--- config.mk ---
export PLATFORM = sky130hd
export DESIGN_NAME = adc_dac_loop_sequencer
export DESIGN_NICKNAME = d
export VERILOG_FILES = /design/src/rtl/adc_dac_pkg.sv /design/src/rtl/adc_dac_loop_sequencer_tick.sv /design/src/rtl/adc_dac_loop_sequencer.sv
export SDC_FILE = /design/constraint.sdc
export NUM_CORES = 1
export LEC_CHECK = 0
export ABC_AREA = 1
export CAP_MARGIN = 20
export CORE_ASPECT_RATIO = 1.5
export CORE_MARGIN = 2
export CORE_UTILIZATION = 54
export DETAILED_ROUTE_END_ITERATION = 8
export HOLD_SLACK_MARGIN = 0.06
export PLACE_DENSITY = 0.78
export SLEW_MARGIN = 20
export SYNTH_ARGS = -nofsm -noshare
export SYNTH_HDL_FRONTEND = slang
export SYNTH_SLANG_ARGS = --single-unit
--- constraint.sdc ---
create_clock -name Clk -period 2.9 [get_ports Clk]
set_input_delay 0.435 -clock Clk [delete_from_list [all_inputs] [get_ports Clk]]
set_output_delay 0.435 -clock Clk [all_outputs]
set_load 0.005 [all_outputs]
--- src/rtl/adc_dac_pkg.sv ---
// Shared types for the DAC->ADC loop sequencer: the 12-bit converter code type,
// the sequencer FSM state encoding and a signed-distance helper used by the
// optional readback comparator.
package adc_dac_pkg;

    localparam int CODE_W = 12;

    typedef logic [CODE_W-1:0] code_t;

    typedef enum logic [2:0] {
        ST_IDLE      = 3'd0,
        ST_DAC_START = 3'd1,
        ST_DAC_WAIT  = 3'd2,
        ST_SETTLE    = 3'd3,
        ST_ADC_START = 3'd4,
        ST_ADC_WAIT  = 3'd5,
        ST_PUBLISH   = 3'd6
    } seq_state_t;

    // |a - b| computed through a 13-bit signed difference so that codes at
    // opposite ends of the range cannot alias to a small distance.
    function automatic logic [CODE_W:0] code_abs_diff(input code_t a, input code_t b);
        logic signed [CODE_W:0] diff;
        diff = $signed({1'b0, a}) - $signed({1'b0, b});
        return diff[CODE_W] ? -diff : diff;
    endfunction

endpackage

--- src/rtl/adc_dac_loop_sequencer_tick.sv ---
// Sample tick generator: free-running period counter gated by enable.
// The counter holds at zero while disabled, so the first tick after enable
// rises lands exactly PERIOD_CYCLES cycles later.
module sample_tick_gen #(
    parameter int PERIOD_CYCLES = 12500
) (
    input  logic Clk,
    input  logic Rst,
    input  logic enable,
    output logic tick
);

    localparam int CNT_W = $clog2(PERIOD_CYCLES);
    localparam logic [CNT_W-1:0] CNT_LAST = CNT_W'(PERIOD_CYCLES - 1);

    logic [CNT_W-1:0] cnt_q;
    logic [CNT_W-1:0] cnt_d;

    // Next count: wrap at the period end, clear whenever the loop is disabled.
    always_comb begin
        cnt_d = '0;
        if (enable) begin
            if (cnt_q == CNT_LAST) begin
                cnt_d = '0;
            end else begin
                cnt_d = cnt_q + CNT_W'(1);
            end
        end
    end

    // Period counter register.
    always_ff @(posedge Clk or posedge Rst) begin
        if (Rst) begin
            cnt_q <= '0;
        end else begin
            cnt_q <= cnt_d;
        end
    end

    assign tick = enable && (cnt_q == CNT_LAST);

endmodule

--- src/rtl/adc_dac_loop_sequencer.sv ---
// Periodic DAC->ADC loop sequencer. Each sample tick writes the next ramp
// code to the DAC driver, waits for the frame to finish plus an analog settle
// time, runs one ADC conversion and publishes the (dac, adc) pair.
// Optional readback comparator enabled by defining MISMATCH_CHECK_EN; without
// it the mismatch output is tied low.
module adc_dac_loop_sequencer
    import adc_dac_pkg::*;
#(
    parameter int PERIOD_CYCLES  = 12500,
    parameter int SETTLE_CYCLES  = 125,
    parameter int STEP           = 16,
    parameter int TIMEOUT_CYCLES = 4096,
    parameter int TOL            = 8
) (
    input  logic              Clk,
    input  logic              Rst,
    input  logic              enable,
    output logic              dac_start,
    output logic [CODE_W-1:0] dac_code,
    input  logic              dac_done,
    output logic              adc_start,
    input  logic              adc_done,
    input  logic [CODE_W-1:0] adc_data,
    output logic              sample_valid,
    output logic [CODE_W-1:0] sample_dac,
    output logic [CODE_W-1:0] sample_adc,
    output logic              overrun,
    output logic              timeout_err,
    output logic              mismatch
);

    // Watchdog and settle counters only need to reach N-1, the +1 keeps the
    // width sane for N = 1.
    localparam int WD_W = $clog2(TIMEOUT_CYCLES + 1);
    localparam int ST_W = $clog2(SETTLE_CYCLES + 1);
    localparam logic [WD_W-1:0] WD_LAST     = WD_W'(TIMEOUT_CYCLES - 1);
    localparam logic [ST_W-1:0] SETTLE_LAST = ST_W'(SETTLE_CYCLES - 1);
    localparam code_t           STEP_C      = code_t'(STEP % (1 << CODE_W));

    logic tick;

    sample_tick_gen #(
        .PERIOD_CYCLES(PERIOD_CYCLES)
    ) u_tick (
        .Clk   (Clk),
        .Rst   (Rst),
        .enable(enable),
        .tick  (tick)
    );

    seq_state_t      state_q,        state_d;
    code_t           ramp_q,         ramp_d;
    code_t           dac_code_q,     dac_code_d;
    logic [WD_W-1:0] wd_q,           wd_d;
    logic [ST_W-1:0] settle_q,       settle_d;
    logic            dac_start_q,    dac_start_d;
    logic            adc_start_q,    adc_start_d;
    logic            sample_valid_q, sample_valid_d;
    code_t           sample_dac_q,   sample_dac_d;
    code_t           sample_adc_q,   sample_adc_d;
    logic            overrun_q,      overrun_d;
    logic            timeout_q,      timeout_d;

    // Sequencer next-state and registered-output logic.
    always_comb begin
        state_d        = state_q;
        ramp_d         = ramp_q;
        dac_code_d     = dac_code_q;
        wd_d           = wd_q;
        settle_d       = settle_q;
        dac_start_d    = 1'b0;
        adc_start_d    = 1'b0;
        sample_valid_d = 1'b0;
        sample_dac_d   = sample_dac_q;
        sample_adc_d   = sample_adc_q;
        timeout_d      = timeout_q;
        // A tick while a frame is in flight is dropped, only flagged.
        overrun_d      = overrun_q | (tick && (state_q != ST_IDLE));

        case (state_q)
            ST_IDLE: begin
                if (tick) begin
                    dac_code_d  = ramp_q;
                    dac_start_d = 1'b1;
                    state_d     = ST_DAC_START;
                end
            end
            ST_DAC_START: begin
                wd_d    = '0;
                state_d = ST_DAC_WAIT;
            end
            ST_DAC_WAIT: begin
                if (dac_done) begin
                    settle_d = '0;
                    state_d  = ST_SETTLE;
                end else if (wd_q == WD_LAST) begin
                    timeout_d = 1'b1;
                    state_d   = ST_IDLE;
                end else begin
                    wd_d = wd_q + WD_W'(1);
                end
            end
            ST_SETTLE: begin
                if (settle_q == SETTLE_LAST) begin
                    adc_start_d = 1'b1;
                    state_d     = ST_ADC_START;
                end else begin
                    settle_d = settle_q + ST_W'(1);
                end
            end
            ST_ADC_START: begin
                wd_d    = '0;
                state_d = ST_ADC_WAIT;
            end
            ST_ADC_WAIT: begin
                if (adc_done) begin
                    // Sample registers double as the ADC capture so the pair
                    // is visible together with sample_valid.
                    sample_valid_d = 1'b1;
                    sample_dac_d   = dac_code_q;
                    sample_adc_d   = adc_data;
                    state_d        = ST_PUBLISH;
                end else if (wd_q == WD_LAST) begin
                    timeout_d = 1'b1;
                    state_d   = ST_IDLE;
                end else begin
                    wd_d = wd_q + WD_W'(1);
                end
            end
            ST_PUBLISH: begin
                // Ramp only advances on a completed sample; timeouts retry the code.
                ramp_d  = ramp_q + STEP_C;
                state_d = ST_IDLE;
            end
            default: begin
                state_d = ST_IDLE;
            end
        endcase
    end

    // Sequencer state and output registers; reset aborts any frame in flight.
    always_ff @(posedge Clk or posedge Rst) begin
        if (Rst) begin
            state_q        <= ST_IDLE;
            ramp_q         <= '0;
            dac_code_q     <= '0;
            wd_q           <= '0;
            settle_q       <= '0;
            dac_start_q    <= 1'b0;
            adc_start_q    <= 1'b0;
            sample_valid_q <= 1'b0;
            sample_dac_q   <= '0;
            sample_adc_q   <= '0;
            overrun_q      <= 1'b0;
            timeout_q      <= 1'b0;
        end else begin
            state_q        <= state_d;
            ramp_q         <= ramp_d;
            dac_code_q     <= dac_code_d;
            wd_q           <= wd_d;
            settle_q       <= settle_d;
            dac_start_q    <= dac_start_d;
            adc_start_q    <= adc_start_d;
            sample_valid_q <= sample_valid_d;
            sample_dac_q   <= sample_dac_d;
            sample_adc_q   <= sample_adc_d;
            overrun_q      <= overrun_d;
            timeout_q      <= timeout_d;
        end
    end

`ifdef MISMATCH_CHECK_EN
    localparam logic [CODE_W:0] TOL_C = (CODE_W + 1)'(TOL);

    logic mismatch_q;
    logic mismatch_d;

    // Readback check on the published pair; sticky until reset.
    always_comb begin
        mismatch_d = mismatch_q;
        if ((state_q == ST_PUBLISH) &&
            (code_abs_diff(sample_adc_q, sample_dac_q) > TOL_C)) begin
            mismatch_d = 1'b1;
        end
    end

    // Mismatch flag register.
    always_ff @(posedge Clk or posedge Rst) begin
        if (Rst) begin
            mismatch_q <= 1'b0;
        end else begin
            mismatch_q <= mismatch_d;
        end
    end

    assign mismatch = mismatch_q;
`else
    assign mismatch = 1'b0;
`endif

    assign dac_start    = dac_start_q;
    assign dac_code     = dac_code_q;
    assign adc_start    = adc_start_q;
    assign sample_valid = sample_valid_q;
    assign sample_dac   = sample_dac_q;
    assign sample_adc   = sample_adc_q;
    assign overrun      = overrun_q;
    assign timeout_err  = timeout_q;

endmodule

==> results of run 1 <==
[power breakdown]
| group | switching (uW) | internal [uW] |
|---|---|---|
| clock | 412 | 334 |
| sequential | 2.52 | 1090 |
| combinational | 35.9 | 26.3 |
| total | 450 | 1450 |
[through the flow]
step | std cells | instance area, um2
2_1_floorplan | 498 | 3930
3_3_place_gp | 611 | 4420
3_5_place_dp | 611 | 4420
4_1_cts | 627 | 4600
5_1_grt | 627 | 4600
6_report | 627 | 4600
[synthesized netlist by cell type (4+ instances only)]
cell	number	area share
xor2_1	9	0.020
buf_2	4	0.0051
a21oi_1	8	0.010
inv_1	38	0.037
ha_1	5	0.016
nand2_2	4	0.0064
o21bai_1	6	0.012
o21ai_0	7	0.0090
xnor2_1	8	0.018
nand4_1	8	0.013
nor3_1	5	0.0064
nand2_1	173	0.17
nor2_1	54	0.052
dfrtp_1	78	0.50
inv_2	4	0.0038
buf_4	10	0.019
nand3_1	47	0.060
[per-layer routing]
layer	vias up	share of wire	track usage
met1	1517	0.42	0.267
met3	11	0.042	0.0550
met2	60	0.52	0.378
li1	1635	-	-
met5	-	0	0
met4	0	0.019	0.0792
[worst max-delay path by stage]
stage | startpoint | endpoint | slack (ps) | depth (start not counted)
final | wd_q[0] | wd_q[10] | 1040 | 10
after global routing | wd_q[0] | wd_q[4] | 820 | 10
after CTS | wd_q[0] | wd_q[8] | 1030 | 10
after detailed placement | adc_done | sample_adc[7] | 830 | 6
after global placement | adc_done | sample_adc[7] | 880 | 6
after floorplan | Rst | adc_start | 470 | 1
[cell type report]
class	count	area (um2)
well taps	80	100
inverters	42	158
repair buffers	51	518
flip-flops and latches	78	1950
multi-input cells	360	1700
clock buffers	11	141
clock inverters	5	35.0
fillers	608	2530
[state kept, by name (all words and copies together), names as in the netlist]
signal,cells
dac_start,1
sample_adc,12
timeout_err,1
overrun,1
state_q,3
adc_start,1
dac_code,8
sample_dac,8
wd_q,13
u_tick.cnt_q,14
settle_q,7
sample_valid,1
ramp_q,8
[kinds of logic (layout without fill, tap and decap cells)]
group	after synthesis	after routing	synth area share
AOI/OAI and AO/OA	23	23	0.0340
xor gates and xnor gates	17	17	0.0381
adders and majority gates	5	5	0.0160
buffers and inverters	60	109	0.0734
DFF	78	78	0.500
other	1	9	0.000961
and+or+nand+nor	306	306	0.337
==> results.tsv, run 1 <==
metric	value	unit
largest net degree at the start of global routing	79	
crit-path max FO	15	
Synth Flop Type	dfrtp_1	
Synth Instances	490	
EDFF count, synth	0	
hold path depth	1	
Period Utilization, post-route	0.643	
Sum Neg Setup Slack	0	ps
DP Worst Slack	830	ps
synthesized area	0.00390	mm2
die area	0.00794	mm2
Crit Path Category	reg -> reg	
Synth warnings	0	
DRT antenna net count	0	
worst hold path type	reg -> reg	
# resized after CTS	0	
ys async rst share	1.00	
worst rel slew slack	0.618	
Tmin final	1860	ps
crit-path cells	ha_1 > nand2_1 > nor2_2 > nand2_1 > inv_1 > nand2_2 > nand3_4 > nand2_2 > nand2_1 > nand2_1	
most frequent CP cell	nand2_1	
Area Growth Syn to Fin	17.8	%
hold path endpoint	u_tick.cnt_q[0]	
core area	0.00713	mm2
Hold Crit Start	u_tick.cnt_q[0]	
Root Buffer Master	clkbuf_8	
R2R depth	10	
Hold WS	460	ps
Reg2Reg Setup Slack	1040	ps
largest vdd supply drop	0.000297	V
RSZ-0062 raised after global routing	no	
Final Slew Violations	0	
Hold Vio Cnt, Final	0	
sequential cell area fraction in the yosys report	0.500	
commonest cells after routing, fill and taps aside	173 x nand2_1, 78 x dfrtp_1, 54 x nor2_1, 49 x clkdlybuf4s50_1, 47 x nand3_1	
Die H	108	um
Worst EP required	3160	ps
Max stage delay cell, worst path	dfrtp_1	
crit path capture type	flip-flop	
most common cell after layout, fill and taps aside	nand2_1	
endpoints failing setup	0	
# diodes	0	
DIE WIDTH	73.4	um
All-Layer GR Usage	0.221	
DR WL/cell	12.7	um
Detailed Routing Iterations Pass 1	4	
Post-DP HPWL	5650	um
Pwr Density	413	mW/mm2
final net count	564	
drt first-iter violations	188	
crit-path max cell delay	450	ps
Mean Syn Cell Area	7.97	um2
Fmax	0.536	GHz
Via-to-Cell Ratio	5.14	
crit path DAT	2120	ps
Hold Buf Count CTS	0	
worst setup margin	1040	ps
Remaining DRCs	0	
vias	3223	
MaxCap Viol Count	0	
initial antenna violation count	0	
GR Overflow Total	0	
Clock Skew	6.66	ps
startpoint types	flip-flop	
number of H-tree levels	3	
Yosys cell types	33	
routability congestion estimate	0.854	
Slew @ Worst Pin	572	ps
Critical path buffers and inverters	1	
quantity of I/O buffers inserted on ports	49	
flops & latches, synth	78	
Clock Tree Buf Depth	2	
Final Routed Wirelength	7950	um
worst skew pair latency	360	ps
CTS clk-pin slew, worst paths	80	ps
Leak	0.00231	uW
vias in the first global route	3100	
Top Ports	59	
initial core utilization	0.547	
run status	completed	
global-route wire length before repair	13700	um
CP top delay family	simple AND/OR/NAND/NOR gates	
fin util	0.645	
r2r startpoint	wd_q[0]	
layout cells sized above 1	0.0603	
CTS buffer count	9	
TritonCTS clock tree	done	
Sink Count	78	
Post CTS Setup Buffer Count	0	
Rows	38	
total power	1900	uW
r2r endpoint	wd_q[10]	
No activity file was read; power rests on OpenSTA's default activity.
==> run 2, diff against run 1 <==
--- a/config.mk
+++ b/config.mk
@@ -9,10 +9,10 @@
 export CAP_MARGIN = 20
 export CORE_ASPECT_RATIO = 1.5
 export CORE_MARGIN = 2
-export CORE_UTILIZATION = 54
+export CORE_UTILIZATION = 49
 export DETAILED_ROUTE_END_ITERATION = 8
 export HOLD_SLACK_MARGIN = 0.06
-export PLACE_DENSITY = 0.78
+export PLACE_DENSITY = 0.74
 export SLEW_MARGIN = 20
 export SYNTH_ARGS = -nofsm -noshare
 export SYNTH_HDL_FRONTEND = slang
==> constraint.sdc (replaced) <==
create_clock -name Clk -period 1.7 [get_ports Clk]
set_input_delay 0.255 -clock Clk [delete_from_list [all_inputs] [get_ports Clk]]
set_output_delay 0.255 -clock Clk [all_outputs]
set_load 0.005 [all_outputs]
==> run 2 against run 1 <==
Net effect:
- fmax is 19% higher
- clock power rose by 150%
- routed wire length grew 7.4%
- utilization shrank 0.78 points
- global-route usage down 0.86 points
- non-clock buffer count increased by 13
- clock skew is 2.1 ps lower
- highest routed layer unchanged
- register-to-register slack lost 900 ps
- die area rose by 9.7%
- flip-flop and latch count stayed put
==> results.tsv, run 2 (synthesized netlist as in run 1, its figures left out) <==
metric	value	unit
crit-path max cell delay	370	ps
DRT antenna net count	0	
Area Growth Syn to Fin	25.0	%
routability congestion estimate	0.887	
Clock Skew	4.56	ps
DR WL/cell	12.9	um
CTS buffer count	9	
Pwr Density	786	mW/mm2
Root Buffer Master	clkbuf_16	
Rows	39	
Critical path buffers and inverters	2	
Largest register FFs	14	
Period Utilization, post-route	0.919	
run status	completed	
All-Layer GR Usage	0.212	
crit-path max FO	8	
worst skew pair latency	340	ps
placed instance area	0.00454	mm2
final net count	577	
worst hold path type	in -> async	
core area	0.00766	mm2
global-route wire length before repair	14900	um
combinational share of power	0.028	
GR Overflow Total	0	
crit-path cells	ha_2 > nand2_1 > nor2_4 > nand2_1 > inv_1 > nand2_2 > nand3_4 > inv_1 > nand3_1 > nand2_1	
TritonCTS clock tree	done	
Fmax	0.640	GHz
Die H	113	um
Leak	0.00241	uW
crit path capture type	flip-flop	
Clock Tree Buf Depth	2	
initial antenna violation count	0	
Hold Buf Count CTS	0	
startpoint types	flip-flop	
Crit Path Category	reg -> reg	
most common cell after layout, fill and taps aside	nand2_1	
commonest cells after routing, fill and taps aside	173 x nand2_1, 78 x dfrtp_1, 52 x nor2_1, 49 x clkdlybuf4s50_1, 45 x nand3_1	
Sink Count	78	
Layout Cell Area excl Fill	0.00488	mm2
Worst EP required	1930	ps
sequential power share	0.487	
Remaining DRCs	0	
largest net degree at the start of global routing	79	
Int Power	3030	uW
vias	3415	
sw power	802	uW
fin util	0.637	
drt first-iter violations	310	
non-filler instance count after layout	661	
CP top delay family	simple AND/OR/NAND/NOR gates	
Top Ports	59	
MaxCap Viol Count	0	
Hold Vio Cnt, Final	0	
Detailed Routing Iterations Pass 1	5	
Tmin final	1560	ps
most frequent CP cell	nand2_1	
switching share of power	0.209	
largest vdd supply drop	0.000589	V
number of H-tree levels	3	
DIE WIDTH	76.9	um
Sum Neg Setup Slack	0	ps
Final Slew Violations	0	
Hold WS	384	ps
# diodes	0	
quantity of I/O buffers inserted on ports	49	
Inst Count DP	643	
Max stage delay cell, worst path	dfrtp_1	
Clk pwr share	0.485	
Post-DP HPWL	6140	um
endpoints failing setup	0	
CTS clk-pin slew, worst paths	60	ps
Final Routed Wirelength	8540	um
initial core utilization	0.510	
die area	0.00871	mm2
Top reg by flops	u_tick.cnt_q	
layout cells sized above 1	0.0912	
vias in the first global route	3377	
crit path DAT	1790	ps
Via-to-Cell Ratio	5.17	
[run 2: cell types whose count changed in the layout (fill, tap and decap cells not counted), moves of 2 or more]
cell,before,now
buf_4,1,13
nor2_1,54,52
clkbuf_16,0,9
nand3_2,1,3
clkinvlp_4,1,3
clkbuf_8,10,0
nand3_1,47,45
[run 2: per-layer routing]
| layer | GRT usage | vias up | share of wire |
|---|---|---|---|
| met2 | 0.385 | 98 | 0.55 |
| met1 | 0.232 | 1647 | 0.39 |
| met5 | 0 | - | 0 |
| li1 | - | 1659 | - |
| met3 | 0.0510 | 11 | 0.050 |
| met4 | 0.101 | 0 | 0.018 |
[run 2: path summary, 6_finish.rpt]
check | to | slack, ps | cells past startpoint | start
max | wd_q[0] | 140 | 10 | wd_q[1]
min | wd_q[1] | 380 | 3 | Rst
max reg2reg | wd_q[0] | 140 | 10 | wd_q[1]
min reg2reg | u_tick.cnt_q[0] | 460 | 1 | u_tick.cnt_q[0]
max in group asynchronous | u_tick.cnt_q[10] | 1010 | 3 | Rst
min in group Clk | sample_adc[2] | 450 | 3 | adc_data[2]
[run 2: timing repair]
| action | in CTS | in global routing |
|---|---|---|
| endpoints found under the setup margin | 0 | 23 |
| gates resized for setup | 0 | 8 |
| buffers inserted | 0 | 3 |
| endpoints found under the hold margin | 0 | 0 |
[run 2: per-stage QoR]
| stage | setup WS [ps] | total power, uW |
|---|---|---|
| floorplan | 183 | 1960 |
| global placement | 109 | 2010 |
| detailed placement | 47.4 | 2010 |
| CTS | 29.7 | 3890 |
| global route | -12.6 | 3980 |
| finish | 137 | 3830 |
[run 2: layout make-up]
class                      instances  area, um2
fill                             674       2780
sequential                        78       1950
multi-input combinational        360       1720
timing repair buffer              64        628
clock buffer                       9        225
inverter                          42        161
tap                              102        128
clock inverter                     6       63.8
[run 2: power groups by stage]
stage / Clock, uW / Combinational, uW / Sequential, uW
final: 1860 / 107 / 1870
after global routing: 1990 / 122 / 1870
after CTS: 1910 / 110 / 1870
after detailed placement: 0 / 109 / 1900
after global placement: 0 / 110 / 1900
after floorplan: 0 / 64.1 / 1900
[run 2: worst min-delay path: cells and delay by family]
kind / cells / cell delay, ps
buf+inv: 3 / 880
==> run 3, diff against run 2 <==
--- a/config.mk
+++ b/config.mk
@@ -8,12 +8,10 @@
 export ABC_AREA = 1
 export CAP_MARGIN = 20
 export CORE_ASPECT_RATIO = 1.5
-export CORE_MARGIN = 2
 export CORE_UTILIZATION = 49
 export DETAILED_ROUTE_END_ITERATION = 8
 export HOLD_SLACK_MARGIN = 0.06
 export PLACE_DENSITY = 0.74
-export SLEW_MARGIN = 20
 export SYNTH_ARGS = -nofsm -noshare
 export SYNTH_HDL_FRONTEND = slang
 export SYNTH_SLANG_ARGS = --single-unit
==> run 3 against run 2 <==
Net effect:
- clock skew is 1.6 ps higher
- utilization is 1.0 points higher
- sequential share of layout area is 0.60 points lower
- global-route usage is 0.085 points higher
- worst hold slack better by 0.84 ps
- clock power is 9% higher
- total power is 4.4% higher
- combinational power hardly changed
- non-clock buffer count is 4 higher
- largest power group is now the clock network
- critical path type unchanged
- largest cell class unchanged
- count of clock-buffer cells in the layout is 2 higher
==> results.tsv, run 3 (synthesized netlist as in run 1, its figures left out) <==
metric	value	unit
run status	completed	
most common cell after layout, fill and taps aside	nand2_1	
DR WL/cell	12.3	um
Crit Path Category	reg -> reg	
endpoints failing setup	0	
CP Depth	10	
Hold Vio Cnt, Final	0	
Tmin final	1560	ps
Final Slew Violations	0	
MaxCap Viol Count	0	
Pwr Density	807	mW/mm2
worst hold path type	in -> async	
Worst EP required	1980	ps
crit path DAT	1840	ps
Reg2Reg Setup Slack	140	ps
All-Layer GR Usage	0.213	
Remaining DRCs	0	
Clock Tree Buf Depth	2	
layout cells sized above 1	0.101	
Detailed Routing Iterations Pass 1	4	
global-route wire length before repair	13600	um
CTS clk-pin slew, worst paths	60	ps
CP top delay family	simple AND/OR/NAND/NOR gates	
Die H	111	um
# diodes	0	
die area	0.00834	mm2
Sink Count	78	
Final Routed Wirelength	8200	um
routability congestion estimate	0.864	
Via-to-Cell Ratio	4.98	
most frequent CP cell	nand2_2	
crit path capture type	flip-flop	
Period Utilization, post-route	0.920	
Sum Neg Setup Slack	0	ps
initial core utilization	0.510	
Leak	0.00246	uW
DIE WIDTH	74.9	um
startpoint types	flip-flop	
TritonCTS clock tree	done	
Post-DP HPWL	5770	um
vias	3314	
Root Buffer Master	clkbuf_16	
core area	0.00766	mm2
quantity of I/O buffers inserted on ports	49	
crit-path max cell delay	390	ps
final net count	581	
number of H-tree levels	3	
Area Growth Syn to Fin	27.0	%
DRT antenna net count	0	
Fmax	0.639	GHz
R2R depth	10	
commonest cells after routing, fill and taps aside	171 x nand2_1, 77 x dfrtp_1, 54 x nor2_1, 49 x clkdlybuf4s50_1, 46 x nand3_1	
Clock Skew	6.13	ps
Critical path buffers and inverters	2	
CTS buffer count	9	
vias in the first global route	3179	
largest net degree at the start of global routing	79	
worst skew pair latency	340	ps
RSZ-0062 raised after global routing	no	
initial antenna violation count	0	
Top Ports	59	
fin util	0.647	
Largest register FFs	14	
Top reg by flops	u_tick.cnt_q	
Rows	39	
total power	4000	uW
GR Overflow Total	0	
Max stage delay cell, worst path	dfrtp_1	
crit-path cells	ha_2 > nand2_2 > nor2_4 > nand2_2 > inv_2 > nand2_4 > nand3_4 > buf_6 > nand3_1 > nand2_1	
crit-path max FO	7	
drt first-iter violations	198	
largest vdd supply drop	0.000578	V
## run 3: cell count changes in the layout (fill, tap and decap cells not counted), moves of 2 or more
| cell | before | now |
|---|---|---|
| inv_2 | 4 | 6 |
| buf_4 | 13 | 15 |
| nor2_1 | 52 | 54 |
| buf_6 | 0 | 2 |
| nor2_2 | 3 | 1 |
| inv_1 | 37 | 35 |
| clkinv_2 | 2 | 0 |
| nand2_1 | 173 | 171 |
| clkbuf_1 | 0 | 2 |
## run 3: area by class of cell
type                            count  area (um2)
Clock buffer                       11         233
Multi-Input combinational cell    360        1730
Fill cell                         663        2700
Clock inverter                      5        83.8
Timing Repair Buffer               68         666
Tap cell                          102         128
Inverter                           42         161
Sequential cell                    78        1950
## run 3: metrics by stage
step / hold slack [ps] / std cells / setup slack (ps) / area (um2)
floorplan: 365 / 498 / 183 / 3940
detailed placement: 455 / 645 / 82.7 / 4560
global placement: 435 / 645 / 115 / 4560
global route: 447 / 666 / 1.66 / 4960
finish: 385 / 666 / 136 / 4960
CTS: 408 / 661 / 55.0 / 4870
## run 3: worst paths after layout
check / from / endpoint
worst max-delay path: wd_q[1] / wd_q[4]
worst min-delay path: Rst / wd_q[8]
worst max register to register: wd_q[1] / wd_q[4]
worst min register to register: u_tick.cnt_q[0] / u_tick.cnt_q[0]
max in group asynchronous: Rst / u_tick.cnt_q[4]
min in group Clk: adc_data[11] / sample_adc[11]
## run 3: layer usage
metal / vias to the layer above / GRT usage / part of all wire
met5: - / 0 / 0
met4: 0 / 0.104 / 0.024
met3: 13 / 0.0382 / 0.035
met2: 66 / 0.371 / 0.53
met1: 1561 / 0.243 / 0.41
li1: 1674 / - / -
## run 3: timing repair
action / in CTS / in global routing
endpoints found under the setup margin: 0 / 21
hold buffers: 0 / 0
setup buffers: 0 / 5
gates resized for setup: 0 / 14
## run 3: power breakdown
part | internal [uW] | switching [uW] | total, uW
Clock | 1290 | 738 | 2020
Combinational | 47.3 | 61.9 | 109
Sequential | 1860 | 4.80 | 1870
Total | 3200 | 804 | 4000
## run 3: worst register-to-register path, stage by stage (launching register included)
cell and delay (ps):
dfrtp_1 390, ha_2 230, nand2_2 80, nor2_4 130, nand2_2 70, inv_2 80, nand2_4 50, nand3_4 180
buf_6 150, nand3_1 70, nand2_1 80
